===== src/rtl/mem_bridge_pkg.sv =====
// Shared types and constants for the instruction/data memory bridge arbiter.
// Holds FSM encodings, channel ids and the legal LATENCY range.
package mem_bridge_pkg;

    typedef enum logic [1:0] {
        ST_IDLE   = 2'd0,
        ST_WAIT   = 2'd1,
        ST_ACCESS = 2'd2,
        ST_RESP   = 2'd3
    } state_t;

    localparam logic CH_IB = 1'b0;
    localparam logic CH_DB = 1'b1;

    localparam int LAT_MIN = 1;
    localparam int LAT_MAX = 15;

    function automatic int lat_clamp(input int lat);
        if (lat < LAT_MIN) return LAT_MIN;
        if (lat > LAT_MAX) return LAT_MAX;
        return lat;
    endfunction

endpackage


===== src/rtl/mem_bridge_rr.sv =====
// Two-channel grant logic: fixed db priority, or round-robin on ties
// when MEM_BRIDGE_RR_ARB_EN is defined (adds the last-winner register).
module mem_bridge_rr
    import mem_bridge_pkg::*;
(
`ifdef MEM_BRIDGE_RR_ARB_EN
    input  logic clk,
    input  logic rst,
`endif
    input  logic arb_en,
    input  logic ib_req,
    input  logic db_req,
    output logic ib_gnt,
    output logic db_gnt,
    output logic gnt_id
);

    logic pick_db;

`ifdef MEM_BRIDGE_RR_ARB_EN
    logic last_id;

    // Reset to "ib last" so the first tie goes to db.
    always_ff @(posedge clk) begin
        if (rst)
            last_id <= CH_IB;
        else if (ib_gnt || db_gnt)
            last_id <= gnt_id;
    end

    always_comb begin
        pick_db = db_req && (!ib_req || (last_id == CH_IB));
    end
`else
    always_comb begin
        pick_db = db_req;
    end
`endif

    always_comb begin
        db_gnt = arb_en && pick_db;
        ib_gnt = arb_en && ib_req && !pick_db;
        gnt_id = pick_db ? CH_DB : CH_IB;
    end

endmodule


===== src/rtl/mem_bridge_arb.sv =====
// Bridges a fetch port and a load/store port onto one memory port.
// Optional macro MEM_BRIDGE_RR_ARB_EN selects round-robin tie breaking.
module mem_bridge_arb
    import mem_bridge_pkg::*;
#(
    parameter int ADDR_W  = 32,
    parameter int DATA_W  = 32,
    parameter int LATENCY = 1
) (
    input  logic                clk,
    input  logic                rst,
    input  logic                ib_req,
    input  logic [ADDR_W-1:0]   ib_addr,
    output logic                ib_gnt,
    output logic                ib_rvalid,
    output logic [DATA_W-1:0]   ib_rdata,
    input  logic                db_req,
    input  logic                db_we,
    input  logic [ADDR_W-1:0]   db_addr,
    input  logic [DATA_W-1:0]   db_wdata,
    input  logic [DATA_W/8-1:0] db_sel,
    output logic                db_gnt,
    output logic                db_rvalid,
    output logic [DATA_W-1:0]   db_rdata,
    output logic                mem_en,
    output logic                mem_we,
    output logic [ADDR_W-1:0]   mem_addr,
    output logic [DATA_W-1:0]   mem_wdata,
    output logic [DATA_W/8-1:0] mem_wmask,
    input  logic [DATA_W-1:0]   mem_rdata
);

    localparam int SEL_W = DATA_W / 8;
    localparam logic [3:0] WAIT_INIT = 4'(lat_clamp(LATENCY) - 1);

    state_t state;
    state_t state_nxt;

    logic [3:0]        cnt;
    logic              arb_en;
    logic              any_gnt;
    logic              gnt_id;
    logic              lat_id;
    logic              lat_we;
    logic [ADDR_W-1:0] lat_addr;
    logic [DATA_W-1:0] lat_wdata;
    logic [SEL_W-1:0]  lat_sel;
    logic [DATA_W-1:0] rd_val;

    // Grants are only offered from a live IDLE cycle.
    assign arb_en  = (state == ST_IDLE) && !rst;
    assign any_gnt = ib_gnt || db_gnt;

    mem_bridge_rr u_rr (
`ifdef MEM_BRIDGE_RR_ARB_EN
        .clk    (clk),
        .rst    (rst),
`endif
        .arb_en (arb_en),
        .ib_req (ib_req),
        .db_req (db_req),
        .ib_gnt (ib_gnt),
        .db_gnt (db_gnt),
        .gnt_id (gnt_id)
    );

    always_ff @(posedge clk) begin
        if (rst)
            state <= ST_IDLE;
        else
            state <= state_nxt;
    end

    always_comb begin
        state_nxt = state;
        unique case (state)
            ST_IDLE: begin
                if (any_gnt)
                    state_nxt = (WAIT_INIT == 4'd0) ? ST_ACCESS : ST_WAIT;
            end
            ST_WAIT: begin
                if (cnt <= 4'd1)
                    state_nxt = ST_ACCESS;
            end
            ST_ACCESS: state_nxt = ST_RESP;
            ST_RESP:   state_nxt = ST_IDLE;
            default:   state_nxt = ST_IDLE;
        endcase
    end

    always_comb begin
        mem_en    = (state == ST_ACCESS);
        mem_we    = mem_en && lat_we;
        mem_addr  = lat_addr;
        mem_wdata = lat_wdata;
        mem_wmask = lat_sel;
        ib_rvalid = (state == ST_RESP) && (lat_id == CH_IB);
        db_rvalid = (state == ST_RESP) && (lat_id == CH_DB);
    end

    always_ff @(posedge clk) begin
        if (rst)
            cnt <= 4'd0;
        else if (any_gnt)
            cnt <= WAIT_INIT;
        else if (state == ST_WAIT)
            cnt <= cnt - 4'd1;
    end

    // Fetches are read-only full-width accesses.
    always_ff @(posedge clk) begin
        if (rst) begin
            lat_id    <= CH_IB;
            lat_we    <= 1'b0;
            lat_addr  <= '0;
            lat_wdata <= '0;
            lat_sel   <= '0;
        end else if (any_gnt) begin
            lat_id <= gnt_id;
            if (gnt_id == CH_DB) begin
                lat_we    <= db_we;
                lat_addr  <= db_addr;
                lat_wdata <= db_wdata;
                lat_sel   <= db_sel;
            end else begin
                lat_we    <= 1'b0;
                lat_addr  <= ib_addr;
                lat_wdata <= '0;
                lat_sel   <= '1;
            end
        end
    end

    assign rd_val = lat_we ? '0 : mem_rdata;

    always_ff @(posedge clk) begin
        if (rst) begin
            ib_rdata <= '0;
            db_rdata <= '0;
        end else if (state == ST_ACCESS) begin
            if (lat_id == CH_DB)
                db_rdata <= rd_val;
            else
                ib_rdata <= rd_val;
        end
    end

endmodule


===== config.mk =====
export PLATFORM = sky130hd
export DESIGN_NAME = mem_bridge_arb
export DESIGN_NICKNAME = d
export VERILOG_FILES = /design/src/rtl/mem_bridge_pkg.sv /design/src/rtl/mem_bridge_rr.sv /design/src/rtl/mem_bridge_arb.sv
export SDC_FILE = /design/constraint.sdc
export NUM_CORES = 1
export LEC_CHECK = 0
export CAP_MARGIN = 15
export CORE_ASPECT_RATIO = 1.4
export CORE_UTILIZATION = 36
export DETAILED_ROUTE_END_ITERATION = 6
export GPL_TIMING_DRIVEN = 0
export PLACE_DENSITY = 0.8
export SLEW_MARGIN = 25
export SYNTH_ARGS = -nofsm -noshare
export SYNTH_HDL_FRONTEND = slang
export SYNTH_SLANG_ARGS = --single-unit

===== constraint.sdc =====
create_clock -name clk -period 1.4 [get_ports clk]
set_input_delay 0.28 -clock clk [delete_from_list [all_inputs] [get_ports clk]]
set_output_delay 0.28 -clock clk [all_outputs]
set_load 0.01 [all_outputs]

==> qor.yml <==
io_pins: 275
setup_ws_ps: -283
setup_viol: 112
end_kind: "output port"
violations: "setup timing"
core_sq_um: 14900
dpl.hpwl_mm: 13.4
slew_violations: 0
fillers: 1178
grtUsageMet2: 0.442
vias_per_cell: 5.01
gp_congestion: 0.815
dr.pass1.iters: 6
root_buffer: "clkbuf_16"
syn-num-nets: 746
synth_warnings: 0
finalClockSkew_ps: 9.04
yosysSeqAreaShare: 0.511
synth_most_common_cell: "dfxtp_1"
wire_per_inst_microns: 17.5
fin_crit_sh: 1.20
synthXorXnorAreaFrac: 0.00319
htreeDepth: 4
postLayoutCellArea_sq_um: 10100
cp-start-kind: "flop"
syn_inst: 607
synth_top_area_frac: 0.511
fin_cells: 1141
synth_top_family_by_area: "compound AO/OA/AOI/OAI gates"
synth-seq-cells: 140
synth_area_leaders: "dfxtp_1, nand2_1, a21oi_1, mux2i_1, a211oi_1"
cts.path.max_buffers: 2
grt_pass1_vias: 5765
yosys.cell_types.count: 38
slew_headroom: 0.504
grt_use_met1: 0.257
die_y_microns: 148
yosys.area_share.simple: 0.168
track_usage: 0.239
grt_max_degree: 17
holdBufCountCts: 0
holdWs_ps: 429
grtUsageMet3: 0.0485
ir_drop_mv: 0.692
path_clk_slew_ps: 60
cts_buffers: 17
postPlaceCellArea_sq_um: 8460
nets: 1075
synthToLayoutAreaGrowth_pct: 83.5
drc_errors: 0
power_density_nw_per_um2: 1200
postSynthAreaPerCell_sq_um: 9.03
gr-total-overflow: 0
rows: 53
status: "finished, violations left"
dp.cells: 1072
fp.dieArea_sq_um: 15700
synth.area.mux_share: 0.0584
antenna_found_initial: 0
synth_compound_area_frac: 0.203
async_reset_ff_frac: 0
finalPower_mw: 12.1
hold_violations: 0
clkSinkCount: 140
min_path_type: "in2reg"
drt_iter0_markers: 249
synth-edff-count: 0
drt-total-wl_mm: 19.9
die_width_microns: 106
vias: 5712
min_period_ps: 1680
grt_pass1_wl_mm: 29.3
cp.arrival_ps: 1400
synth_adder_area_share: 0.00456
worstPathRequired_ps: 1120
yosysTopAreaCell: "dfxtp_1"
rsz0062_at_grt: "true"
top_usage_layer: "met2"
path_max_fanout: 3
p_leak_nw: 4.40
worst_pin_slew_ps: 744
worstSkewPairLatency_ps: 410
cts_tree: "yes"
max_freq_mhz: 594
synth_common_cells: "dfxtp_1, nand2_1, a21oi_1"
path_class: "reg2out"
syn_area_sq_um: 5480
diodes: 0
io_buffers: 273
drive_above_1_share: 0.283
ys.flop_type: "dfxtp_1"
max_cap_viol_count: 0
ant_nets: 0
start_util: 0.367
-- flip-flops by register name, summed over array words and instances, names as in the netlist --
name       count
ib_rdata      32
cnt            4
db_rdata      32
mem_wmask      4
mem_wdata     32
lat_we         1
lat_id         1
mem_addr      32
state          2
-- worst paths after layout --
kind                 from       endpoint  slack (ps)  depth (start not counted)
max              state[1]         ib_gnt        -280                          4
min                db_req  mem_wdata[31]         430                          4
max reg2reg      state[1]    db_rdata[8]        -260                          9
min reg2reg  db_rdata[18]   db_rdata[18]         450                          2
-- critical path, stage by stage (launching register included) --
cell	delay (ps)
dfxtp_4	360
nor3_4	200
buf_6	130
and3b_1	170
buf_2	140
-- final cells by class --
type,count,area (sq um),area share
plain buffers,50,427,0.0424
multi-input cells,410,2910,0.289
clock inverters,13,143,0.0142
well taps,192,240,0.0239
repair buffers,313,3070,0.305
flip-flops and latches,140,2810,0.280
clock buffers,19,443,0.0440
inverters,4,17.5,0.00174
-- timing repair --
item	CTS	global route
buffers inserted	15	11
setup endpoints to repair	267	126
pin swaps	65	30
cloned	8	7
resized for setup	307	102
-- stage by stage --
step           setup TNS (ps)  worst slack [ps]   util
4_1_cts                 -9260              -303  0.645
3_5_place_dp           -71120             -1110  0.567
5_1_grt                -20440              -324  0.674
6_report               -14560              -283  0.674
3_3_place_gp           -67810             -1100  0.567
2_1_floorplan               0              8.62      -
-- where the power goes --
| part | internal, mW | switching [mW] | leakage [nW] |
|---|---|---|---|
| combinational | 1.61 | 1.44 | 2.97 |
| clock | 2.68 | 1.80 | 0.284 |
| sequential | 4.33 | 0.213 | 1.15 |
-- cell usage in the layout, fill, tap and decap left out, types with 3 or more instances in the layout --
| master | count |
|---|---|
| clkbuf_4 | 4 |
| nor2_1 | 6 |
| clkbuf_2 | 4 |
| nand3_1 | 6 |
| dlygate4sd2_1 | 131 |
| inv_1 | 3 |
| a211oi_2 | 26 |
| o221a_2 | 4 |
| a211oi_1 | 7 |
| buf_8 | 7 |
| buf_16 | 4 |
| clkinv_4 | 4 |
| buf_2 | 10 |
| clkinv_2 | 3 |
| buf_6 | 27 |
| a21oi_2 | 35 |
| nand2_2 | 62 |
| clkdlybuf4s50_1 | 134 |
| mux2i_1 | 32 |
| clkbuf_1 | 10 |
| a21oi_1 | 62 |
| buf_12 | 4 |
| o211ai_1 | 6 |
| a22o_1 | 27 |
| nand2_1 | 69 |
| clkbuf_16 | 20 |
| buf_4 | 24 |
| dfxtp_1 | 136 |
| nand2_4 | 6 |
| nor2b_1 | 32 |
-- cells by family after synthesis --
logic type	Yosys count
xor gates and xnor gates	2
adders and majority gates	2
muxes	32
and+or+nand+nor	201
AOI/OAI and AO/OA	173
DFF	140
buffers and inverters	57
-- layer usage --
metal | vias up | wire length [microns]
met2 | 207 | 10700
met3 | 44 | 886
met5 | - | 0
li1 | 2765 | -
met4 | 0 | 571
met1 | 2696 | 7780
Power figures use the tool's default switching activity.
